## src/rtl/uart_prog_loader.sv

```systemverilog
// uart_prog_loader
//   Receives a program image over an 8N1 UART line and writes it, one 32-bit
//   little-endian word at a time, into an instruction memory. A word equal to
//   END_WORD terminates the load instead of being written.
//
// Parameters
//   ADDR_W    width of the word address driven on addr_o
//   END_WORD  end-of-program marker word
//
// Ports
//   clk_i    single clock
//   rst_ni   asynchronous active-low reset
//   en_i     loader enable; low holds the block idle and cleared
//   rx_i     UART serial input (asynchronous, idle high)
//   cbp_i    clocks per bit, sampled at each start bit (4..65535)
//   we_o     write request to instruction memory
//   addr_o   word address of the pending write
//   wdata_o  data of the pending write
//   ready_i  memory accepts the write this cycle
//   done_o   end-of-program word received
//   busy_o   byte reception in progress or write pending
//   err_o    sticky framing / overrun error
module uart_prog_loader #(
   parameter int unsigned ADDR_W   = 14,
   parameter logic [31:0] END_WORD = 32'h0000_0FFF
) (
   input  logic              clk_i,
   input  logic              rst_ni,
   input  logic              en_i,
   input  logic              rx_i,
   input  logic [15:0]       cbp_i,
   output logic              we_o,
   output logic [ADDR_W-1:0] addr_o,
   output logic [31:0]       wdata_o,
   input  logic              ready_i,
   output logic              done_o,
   output logic              busy_o,
   output logic              err_o
);

   localparam logic [1:0] S_IDLE  = 2'd0;
   localparam logic [1:0] S_START = 2'd1;
   localparam logic [1:0] S_DATA  = 2'd2;
   localparam logic [1:0] S_STOP  = 2'd3;

   logic              rx_s1, rx_s2;
   logic [1:0]        prime;
   logic              armed;
   logic [1:0]        state;
   logic [15:0]       cbp_q;
   logic [15:0]       cnt;
   logic [2:0]        bit_cnt;
   logic [7:0]        rx_sr;
   logic              stop_wait;
   logic [1:0]        byte_cnt;
   logic [31:0]       word_sr;
   logic [ADDR_W-1:0] addr_q;
   logic              we_q;
   logic [31:0]       wdata_q;
   logic              done_q;
   logic              err_q;

   logic [15:0]       half_m1;
   logic              tick_full;
   logic              byte_vld;
   logic              stop_bad;
   logic [31:0]       new_word;

   // Two-flop synchroniser; idle-high reset value.
   always_ff @(posedge clk_i or negedge rst_ni) begin
      if (!rst_ni) begin
         rx_s1 <= 1'b1;
         rx_s2 <= 1'b1;
      end else begin
         rx_s1 <= rx_i;
         rx_s2 <= rx_s1;
      end
   end

   // rx_s2 only carries real line state two clocks after reset release
   // (before that it is the reset value), so arming waits on prime[1].
   always_ff @(posedge clk_i or negedge rst_ni) begin
      if (!rst_ni) begin
         prime <= '0;
         armed <= 1'b0;
      end else begin
         prime <= {prime[0], 1'b1};
         armed <= armed | (prime[1] & rx_s2);
      end
   end

   always_comb begin
      half_m1   = {1'b0, cbp_q[15:1]} - 16'd1;
      tick_full = (cnt == cbp_q - 16'd1);
      byte_vld  = (state == S_STOP) && !stop_wait && tick_full && rx_s2;
      stop_bad  = (state == S_STOP) && !stop_wait && tick_full && !rx_s2;
      new_word  = {rx_sr, word_sr[31:8]};
   end

   // Receive FSM
   always_ff @(posedge clk_i or negedge rst_ni) begin
      if (!rst_ni) begin
         state     <= S_IDLE;
         cbp_q     <= '0;
         cnt       <= '0;
         bit_cnt   <= '0;
         rx_sr     <= '0;
         stop_wait <= 1'b0;
      end else if (!en_i) begin
         state     <= S_IDLE;
         cnt       <= '0;
         bit_cnt   <= '0;
         stop_wait <= 1'b0;
      end else begin
         case (state)
            S_IDLE: begin
               if (!rx_s2 && armed && !done_q) begin
                  state <= S_START;
                  cbp_q <= cbp_i;
                  // The detection cycle already counts toward the half-bit.
                  cnt   <= 16'd1;
               end
            end
            S_START: begin
               if (cnt == half_m1) begin
                  cnt     <= '0;
                  bit_cnt <= '0;
                  state   <= rx_s2 ? S_IDLE : S_DATA;
               end else begin
                  cnt <= cnt + 16'd1;
               end
            end
            S_DATA: begin
               if (tick_full) begin
                  cnt     <= '0;
                  rx_sr   <= {rx_s2, rx_sr[7:1]};
                  bit_cnt <= bit_cnt + 3'd1;
                  if (bit_cnt == 3'd7) begin
                     state <= S_STOP;
                  end
               end else begin
                  cnt <= cnt + 16'd1;
               end
            end
            default: begin
               if (stop_wait) begin
                  // Bad stop bit: stay here until the line returns high.
                  if (rx_s2) begin
                     stop_wait <= 1'b0;
                     state     <= S_IDLE;
                  end
               end else if (tick_full) begin
                  cnt <= '0;
                  if (rx_s2) begin
                     state <= S_IDLE;
                  end else begin
                     stop_wait <= 1'b1;
                  end
               end else begin
                  cnt <= cnt + 16'd1;
               end
            end
         endcase
      end
   end

   // Word assembly and memory write port
   always_ff @(posedge clk_i or negedge rst_ni) begin
      if (!rst_ni) begin
         byte_cnt <= '0;
         word_sr  <= '0;
         addr_q   <= '0;
         we_q     <= 1'b0;
         wdata_q  <= '0;
         done_q   <= 1'b0;
         err_q    <= 1'b0;
      end else if (!en_i) begin
         byte_cnt <= '0;
         addr_q   <= '0;
         we_q     <= 1'b0;
         done_q   <= 1'b0;
         err_q    <= 1'b0;
      end else begin
         if (we_q && ready_i) begin
            we_q   <= 1'b0;
            addr_q <= addr_q + ADDR_W'(1);
         end
         if (stop_bad) begin
            err_q <= 1'b1;
         end
         if (byte_vld && !done_q) begin
            byte_cnt <= byte_cnt + 2'd1;
            word_sr  <= new_word;
            if (byte_cnt == 2'd3) begin
               if (new_word == END_WORD) begin
                  done_q <= 1'b1;
               end else if (we_q) begin
                  // Overrun: the pending write is left untouched.
                  err_q <= 1'b1;
               end else begin
                  we_q    <= 1'b1;
                  wdata_q <= new_word;
               end
            end
         end
      end
   end

   assign we_o    = we_q;
   assign addr_o  = addr_q;
   assign wdata_o = wdata_q;
   assign done_o  = done_q;
   assign err_o   = err_q;
   assign busy_o  = (state != S_IDLE) | we_q;

endmodule
```

## config.mk

```make
export PLATFORM = sky130hd
export DESIGN_NAME = uart_prog_loader
export DESIGN_NICKNAME = d
export VERILOG_FILES = /design/src/rtl/uart_prog_loader.sv
export SDC_FILE = /design/constraint.sdc
export NUM_CORES = 1
export LEC_CHECK = 0
export BUFFER_PORTS_ARGS = -buffer_cell sky130_fd_sc_hd__buf_2
export CAP_MARGIN = 10
export CORE_ASPECT_RATIO = 1.4
export CORE_MARGIN = 1.5
export CORE_UTILIZATION = 64
export DETAILED_ROUTE_END_ITERATION = 7
export HOLD_SLACK_MARGIN = 0.08
export PLACE_DENSITY = 0.95
export SLEW_MARGIN = 20
export SYNTH_ARGS = -nofsm -noshare
export SYNTH_HDL_FRONTEND = slang
export SYNTH_SLANG_ARGS = --single-unit
```

## constraint.sdc

```tcl
create_clock -name clk_i -period 6.7 [get_ports clk_i]
set_clock_uncertainty 0.1 [all_clocks]
set_input_delay 1.005 -clock clk_i [delete_from_list [all_inputs] [get_ports clk_i]]
set_output_delay 1.005 -clock clk_i [all_outputs]
set_load 0.01 [all_outputs]
```

; Yosys cells after proc, flatten, opt, wreduce, memory -nomap -nowiden
; Cells that the tools add are included.
[totals]
register_bits = 134
latch_bits = 0
ram_bits = 0
romBits = 0
output_inout_bits = 50
wordCells = 115
mem_count = 0
[op_classes]
n_addsub = 6
multipliers = 0
div = 0
order_cmp = 0
eq_ne = 20
shift = 0
muxes = 45
n_bitwise = 5
n_reduce_logical = 22
[ops]
columns = op, n
row1 = 16-bit two-way mux, 5
row2 = 16-bit one-hot mux with 3 select lines, 1
row3 = 16-bit == test, 2
row4 = "32-bit by 12-bit == test with 1-bit output, second input constant", 1
row5 = 14-bit two-way mux, 2
row6 = 2-bit two-way mux, 11
row7 = 1-bit two-way mux, 21
row8 = "16-bit by 1-bit adder with 16-bit output, second input constant", 1
row9 = "15-bit by 1-bit subtractor with 16-bit output, second input constant", 1
row10 = "16-bit by 1-bit subtractor with 16-bit output, second input constant", 1
row11 = "14-bit by 1-bit adder with 14-bit output, second input constant", 1
row12 = "3-bit inequality test, second input constant", 4
row13 = 3-bit AND reduction, 4
row14 = 5-bit AND reduction, 2
row15 = 3-bit two-way mux, 3
row16 = 1-bit logical AND, 8
row17 = "2-bit by 1-bit inequality test with 1-bit output, second input constant", 4
row18 = "2-bit == test, second input constant", 3
row19 = 2-bit one-hot mux with 3 select lines, 1
row20 = 3-bit one-hot mux with 2 select lines, 1
row21 = "5-bit by 1-bit inequality test with 1-bit output, second input constant", 1
row22 = "5-bit by 2-bit inequality test with 1-bit output, second input constant", 1
row23 = 2-bit AND reduction, 2
row24 = "3-bit by 1-bit adder with 3-bit output, second input constant", 1
row25 = other kinds (12), 16

; Longest topological paths before layout
; Gate-level depths: netlist of run 1.
[logic_depth]
ltp_word = 10
mapped_depth = 11

; Worst setup path before layout of run 1
; No wires, ideal clock.
[synth_timing]
path_type = register to register
start = register cbp_q[2]
end = register wdata_q[12], in the netlist wdata_o[12]
t_arrival_ns = 3.103
slack_ns = 3.372
path_stages_with_launch = 12
n_path_buf = 1
synth_period_minus_slack_ns = 3.328
cell_sequence = dfrtp_1 -> inv_1 -> ha_1 -> nor4b_2 -> nand3_1 -> xnor2_1 -> or4_4 -> nor4_4 -> nand3_2 -> nor3_4 -> buf_6 -> mux2_2
[synth_via]
elab_chain_cells = 6
[synth_rtl]
columns = item, line
row1 = from (decl), 50  ; logic [15:0] cbp_q;
row2 = from (signal assigned), 119  ; cbp_q <= cbp_i;
row3 = 16-bit by 1-bit subtractor with 16-bit output, 94  ; tick_full = (cnt == cbp_q - 16'd1);
row4 = 16-bit == test, 94
row5 = 1-bit logical AND (2 in series), 95  ; byte_vld = (state == S_STOP) && !stop_wait && tick_full && rx_s2;
row6 = 1-bit logical AND, 191  ; if (byte_vld && !done_q) begin
row7 = 5-bit AND reduction (no line), -
row8 = to (signal assigned), 202  ; wdata_q <= new_word;
row9 = to (decl), 59  ; logic [31:0] wdata_q;
; No other way between the ends.
; A chain may end at the register's enable or synchronous reset.

; Worst setup path in the final report of run 1
[layout_timing]
start = register cbp_q[2]
end = register wdata_q[20], in the netlist wdata_o[20]
; The elaborated chain is that of the path after synthesis.

==> results of run 1 <==
[layout make-up]
type,instances,area (um2),share of cell area (%)
inverters,19,71.32,0.9390
multi-input cells,415,3248,42.77
well taps,135,168.9,2.224
flip-flops and latches,126,3156,41.55
clock buffers,19,452.9,5.964
clock inverters,13,115.1,1.516
repair buffers,74,382.9,5.041
[power by group through the flow]
stage,logic [W],registers [W],clock network (W)
after floorplan,0.000565,0.000875,0
after global placement,0.000557,0.000982,0
after detailed placement,0.000577,0.000989,0
after CTS,0.000590,0.000976,0.000888
after global routing,0.000656,0.000998,0.000915
final,0.000598,0.000979,0.000879
[cells in the mapped netlist, drive strengths merged (5+ instances only)]
| cell type | n | area [um2] |
|---|---|---|
| nor4 | 17 | 157.7 |
| ha | 12 | 150.1 |
| and2 | 15 | 93.84 |
| a31oi | 9 | 56.30 |
| dfrtp | 124 | 3103 |
| xnor2 | 36 | 315.3 |
| mux2 | 82 | 923.4 |
| xor2 | 15 | 131.4 |
| mux2i | 6 | 60.06 |
| nor2 | 22 | 82.58 |
| nand3 | 21 | 110.1 |
| and3 | 9 | 56.30 |
| or4 | 6 | 48.80 |
| nand4 | 14 | 87.58 |
| nand2 | 39 | 146.4 |
| nor3 | 10 | 66.32 |
| nand2b | 8 | 50.05 |
| a21oi | 12 | 60.06 |
| o21ai | 12 | 60.05 |
| buf | 20 | 121.4 |
| a22o | 5 | 43.79 |
| clkbuf | 14 | 52.55 |
| nor2b | 6 | 37.54 |
| inv | 19 | 71.32 |
[cell families (layout without fill, tap and decap cells)]
| kind of cell | after synthesis | in the layout | share of synthesized area (%) |
|---|---|---|---|
| XOR/XNOR | 52 | 52 | 7.076 |
| multiplexers | 88 | 88 | 14.79 |
| AND/OR/NAND/NOR | 192 | 192 | 17.43 |
| buffers and inverters | 53 | 125 | 3.688 |
| adder cells (fa/ha/maj) | 12 | 12 | 2.258 |
| AO/OA/AOI/OAI | 70 | 70 | 7.245 |
| flip-flops | 126 | 126 | 47.46 |
| other | 1 | 1 | 0.05640 |
[worst max-delay path, stage by stage, from the launching register on]
cell and delay (ps):
dfrtp_1 440, inv_1 100, ha_1 310, nor4b_2 450, nand3_1 150, xnor2_1 150
or4_4 530, nor4_4 300, nand3_2 570, nor3_4 310, buf_4 420, mux2_2 400
[through the flow]
step / hold WS (ps) / power (W) / worst slack (ps)
final: 262.3 / 0.002457 / 2328
after global routing: 264.6 / 0.002568 / 2081
after CTS: 257.4 / 0.002454 / 2348
after detailed placement: 250.9 / 0.001566 / 2362
after global placement: 236.6 / 0.001539 / 2612
after floorplan: 231.2 / 0.001440 / 3372
[registers in the layout, indices dropped and copies added, names as in the netlist, 2 cells and up]
name	flops
prime	2
word_sr	24
cbp_q	16
addr_o	14
state	2
rx_sr	8
byte_cnt	2
wdata_o	32
bit_cnt	3
cnt	16
[worst paths after layout]
kind	endpoint	slack, ps	startpoint
max	wdata_o[20]	2330	cbp_q[2]
min	rx_s2	260	rx_s1
max reg2reg	wdata_o[20]	2330	cbp_q[2]
min reg2reg	rx_s2	260	rx_s1
max in group asynchronous	cbp_q[15]	4640	rst_ni
min in group asynchronous	wdata_o[30]	530	rst_ni
[metal layers]
layer | GRT usage [%] | routed length, um | vias to the layer above
met5 | 0 | 0 | -
met4 | 16.06 | 612 | 0
met3 | 6.561 | 736 | 58
met2 | 53.43 | 8120 | 191
met1 | 36.50 | 5989 | 2473
li1 | - | - | 2262
==> results.cfg, run 1 <==
[run_status]
status = finished, final reports clean

[power_and_ir_drop]
switching_share_pct = 34.86
pwr-share-seq_pct = 39.9
p_leak_nw = 3.597
ir_worst_vdd_mv = 0.2169
clockPowerShare_pct = 35.8
p_int_w = 0.001600
switchingPower_w = 0.0008562
pwr-share-comb_pct = 24.3
cellPowerDensity_nw_per_um2 = 323.4

[placed_design]
gp_congestion = 1.023
port_buffers = 70
place_inst = 769
dp_hpwl_mm = 9.969
placed_cell_area_um2 = 7027

[sta]
post-route-min-period_ps = 4372
hold_viol = 0
slew_headroom_pct = 41.30
worst_pin_slew_ps = 878.1
fmax_mhz = 228.7
slew_violations = 0
rsz0062_at_grt = false
tns_ps = 0
timing.final.crit_share_pct = 65.25
setup_violations = 0

[clock_network]
cts-buffers-inserted = 17
clk_latency_ps = 420
cts_buffer_depth = 2
cts_resized = 0
cts_root_buf = clkbuf_16
clock-sinks = 126
tritoncts = yes
htree_levels = 4
cts_hold_buf = 0
path_clk_slew_ps = 60
cts_setup_buffers = 0

[floorplan]
io_pins = 71
die_w_um = 89.15
coreArea_um2 = 10010
row_count = 43
initial_core_util_pct = 66.44
die_area_um2 = 11020
die_h_um = 123.6

[cells_and_area]
syn_to_final_growth_pct = 14.23
antennaDiodeCount = 0
design_area_um2 = 7595
final_common_cell = dfrtp_1
post-route-util_pct = 75.89
drive_gt1_share_pct = 29.13
layout_common_cells = dfrtp_1, mux2_2, buf_2, nand2_1, xnor2_1
nets = 686
final_cells = 801
nFillCells = 630

[worst_setup_path]
worstPathArrival_ps = 4580
worstRegToRegCells = 11
critPathRequiredTime_ps = 6910
critical_path_class = flop to flop
critPathMaxFanout = 32
cp-start-kind = flop
end_kind = flop

[synth]
synth_cell_types = 64
syn_area_per_cell_um2 = 11.19
syn_inst = 594
yosys_register_bits = 126
syn-cell-area_um2 = 6649
synth_flop_cell = dfrtp_1
ys_seq_area_share_pct = 47.46
async_reset_ff_share_pct = 100.0
synth-edff-count = 0
synthesis.nets = 627
synth-warning-count = 0

[drt]
dr.pass1.iters = 5
drc = 0
drt_iter0_markers = 388
vias = 4984
via_per_inst = 6.222
wirelength_mm = 15.46
antenna_left = 0
post_drt_wl_per_cell_um = 19.30

[global_route]
first_global_vias = 5299
antenna_found_initial = 0
grt_usage_pct = 31.20
grt_max_degree = 69
grt_first_pass_wirelength_mm = 26.03
overflow = 0

[hold_path]
hold_path_depth = 0
min_path_type = flop to flop

[run]
maxCapViolCount = 0
Note: power is estimated with default switching activity, not from simulation.
==> inputs of run 2 (changes only) <==
Settings changed: CORE_UTILIZATION 64 to 59, PLACE_DENSITY 0.95 to 0.91.
Clock period 6.7 ns to 4.4 ns, I/O delays scaled along.
==> results.cfg, run 2 (synthesis results as in run 1) <==
[cells_and_area]
layout_common_cells = dfrtp_1, mux2_2, buf_2, nand2_1, xnor2_1
largest_reg_flops = 32
nets = 692
final_cells = 813
post-route-util_pct = 70.30
seq_area_um2 = 3156
antennaDiodeCount = 0
syn_to_final_growth_pct = 15.49
multi_input_area_um2 = 3248
design_area_um2 = 7679
final_common_cell = dfrtp_1
nFillCells = 766
drive_gt1_share_pct = 29.76

[sta]
timing.final.crit_share_pct = 90.41
post-route-min-period_ps = 3978
hold_viol = 0
slew_violations = 0
worst_pin_slew_ps = 980.4
tns_ps = 0
fmax_mhz = 251.4
rsz0062_at_grt = false
finalWorstSetupSlack_ps = 421.8
slew_headroom_pct = 34.46
setup_violations = 0

[drt]
post_drt_wl_per_cell_um = 19.63
dr.pass1.iters = 5
wirelength_mm = 15.96
wl_met1_mm = 6.096
highest_layer = met4
drt_iter0_markers = 339
drc = 0
antenna_left = 0
dr_wl_met3_um = 744
via_per_inst = 6.269
met2_length_mm = 8.449
vias = 5097

[placed_design]
dp_hpwl_mm = 10.58
place_inst = 781
gp_congestion = 0.9676
dp_slack_ps = 494.2
placed_cell_area_um2 = 7079
port_buffers = 70

[clock_network]
cts-buffers-inserted = 17
tritoncts = yes
cts_resized = 0
cts_root_buf = clkbuf_16
htree_levels = 4
path_clk_slew_ps = 60
clk_latency_ps = 410
cts_hold_buf = 0
cts_buffer_depth = 2
clock-sinks = 126
cts_setup_buffers = 0

[power_and_ir_drop]
cellPowerDensity_nw_per_um2 = 502.2
p_leak_nw = 3.635
ir_worst_vdd_mv = 0.2612

[floorplan]
die_area_um2 = 11920
die_w_um = 92.72
die_h_um = 128.6
initial_core_util_pct = 60.87
io_pins = 71
coreArea_um2 = 10920
row_count = 45

[global_route]
overflow = 0
first_global_vias = 5320
grt_usage_pct = 28.62
grt_max_degree = 75
grt_first_pass_wirelength_mm = 26.46
antenna_found_initial = 0

[worst_setup_path]
worstPathArrival_ps = 4170
critPathRequiredTime_ps = 4600
cp-start-kind = flop
end_kind = flop
rrSetupSlack_ps = 420
critPathMaxFanout = 32
path_delay_family = simple AND/OR/NAND/NOR gates
cp_slowest_stage_delay_ps = 550
crit_chain = inv_1 -> ha_1 -> nor4b_2 -> nand3_1 -> xnor2_1 -> or4_4 -> nor4_4 -> nand3_2 -> nor3_4 -> buf_4 -> mux2_2
critical_path_class = flop to flop
crit_path_top_delay_cell = nor4b_2
crit_buf_inv = 2

[run]
maxCapViolCount = 0

[hold_path]
min_path_type = input pin to flop

[run_status]
status = finished, final reports clean
[run 2: cell count changes in the layout (fill, tap and decap cells not counted), sizes merged]
cell and delta:
clkbuf -2, clkinvlp +2, clkinv -1, inv -1, bufinv +2, buf +6
[run 2: worst paths after layout]
| check | startpoint | end | cells past startpoint |
|---|---|---|---|
| min in group asynchronous | rst_ni | wdata_o[30] | 1 |
| setup / recovery | cbp_q[2] | wdata_o[19] | 11 |
| setup reg to reg | cbp_q[2] | wdata_o[19] | 11 |
| hold / removal | rx_i | rx_s1 | 1 |
| max in group asynchronous | rst_ni | cbp_q[14] | 2 |
| hold reg to reg | rx_s1 | rx_s2 | 0 |
[run 2: power breakdown]
part	total [W]	internal, W	switching, W
registers	0.00149	0.00125	0.000249
clock network	0.00142	0.000856	0.000569
logic	0.000937	0.000434	0.000503
total	0.00386	0.00254	0.00132
[run 2: layer usage]
metal / global-route usage, % / vias to the layer above
met4: 15.95 / 0
met5: 0 / -
met2: 49.61 / 213
met1: 33.92 / 2555
met3: 4.433 / 56
li1: - / 2273
[run 2: worst register-to-register path: stages, from the launching register on]
cell and delay [ps]:
dfrtp_1 470, inv_1 110, ha_1 300, nor4b_2 560, nand3_1 200, xnor2_1 180, or4_4 530, nor4_4 300
nand3_2 160, nor3_4 150, buf_4 400, mux2_2 410
[run 2: area by class of cell]
| cell class | count | share of cell area, % |
|---|---|---|
| Inverter | 19 | 0.9288 |
| Sequential cell | 126 | 41.10 |
| Clock buffer | 17 | 5.540 |
| Multi-Input combinational cell | 415 | 42.30 |
| Tap cell | 141 | 2.298 |
| Timing Repair Buffer | 80 | 5.573 |
| Clock inverter | 15 | 2.265 |
[run 2: per-stage QoR]
stage / total power [W] / hold slack, ps
after floorplan: 0.002193 / 231.2
after global placement: 0.002383 / 235.4
after detailed placement: 0.002418 / 247.8
after CTS: 0.003857 / 239.6
after global routing: 0.004027 / 237.6
final: 0.003857 / 251.4
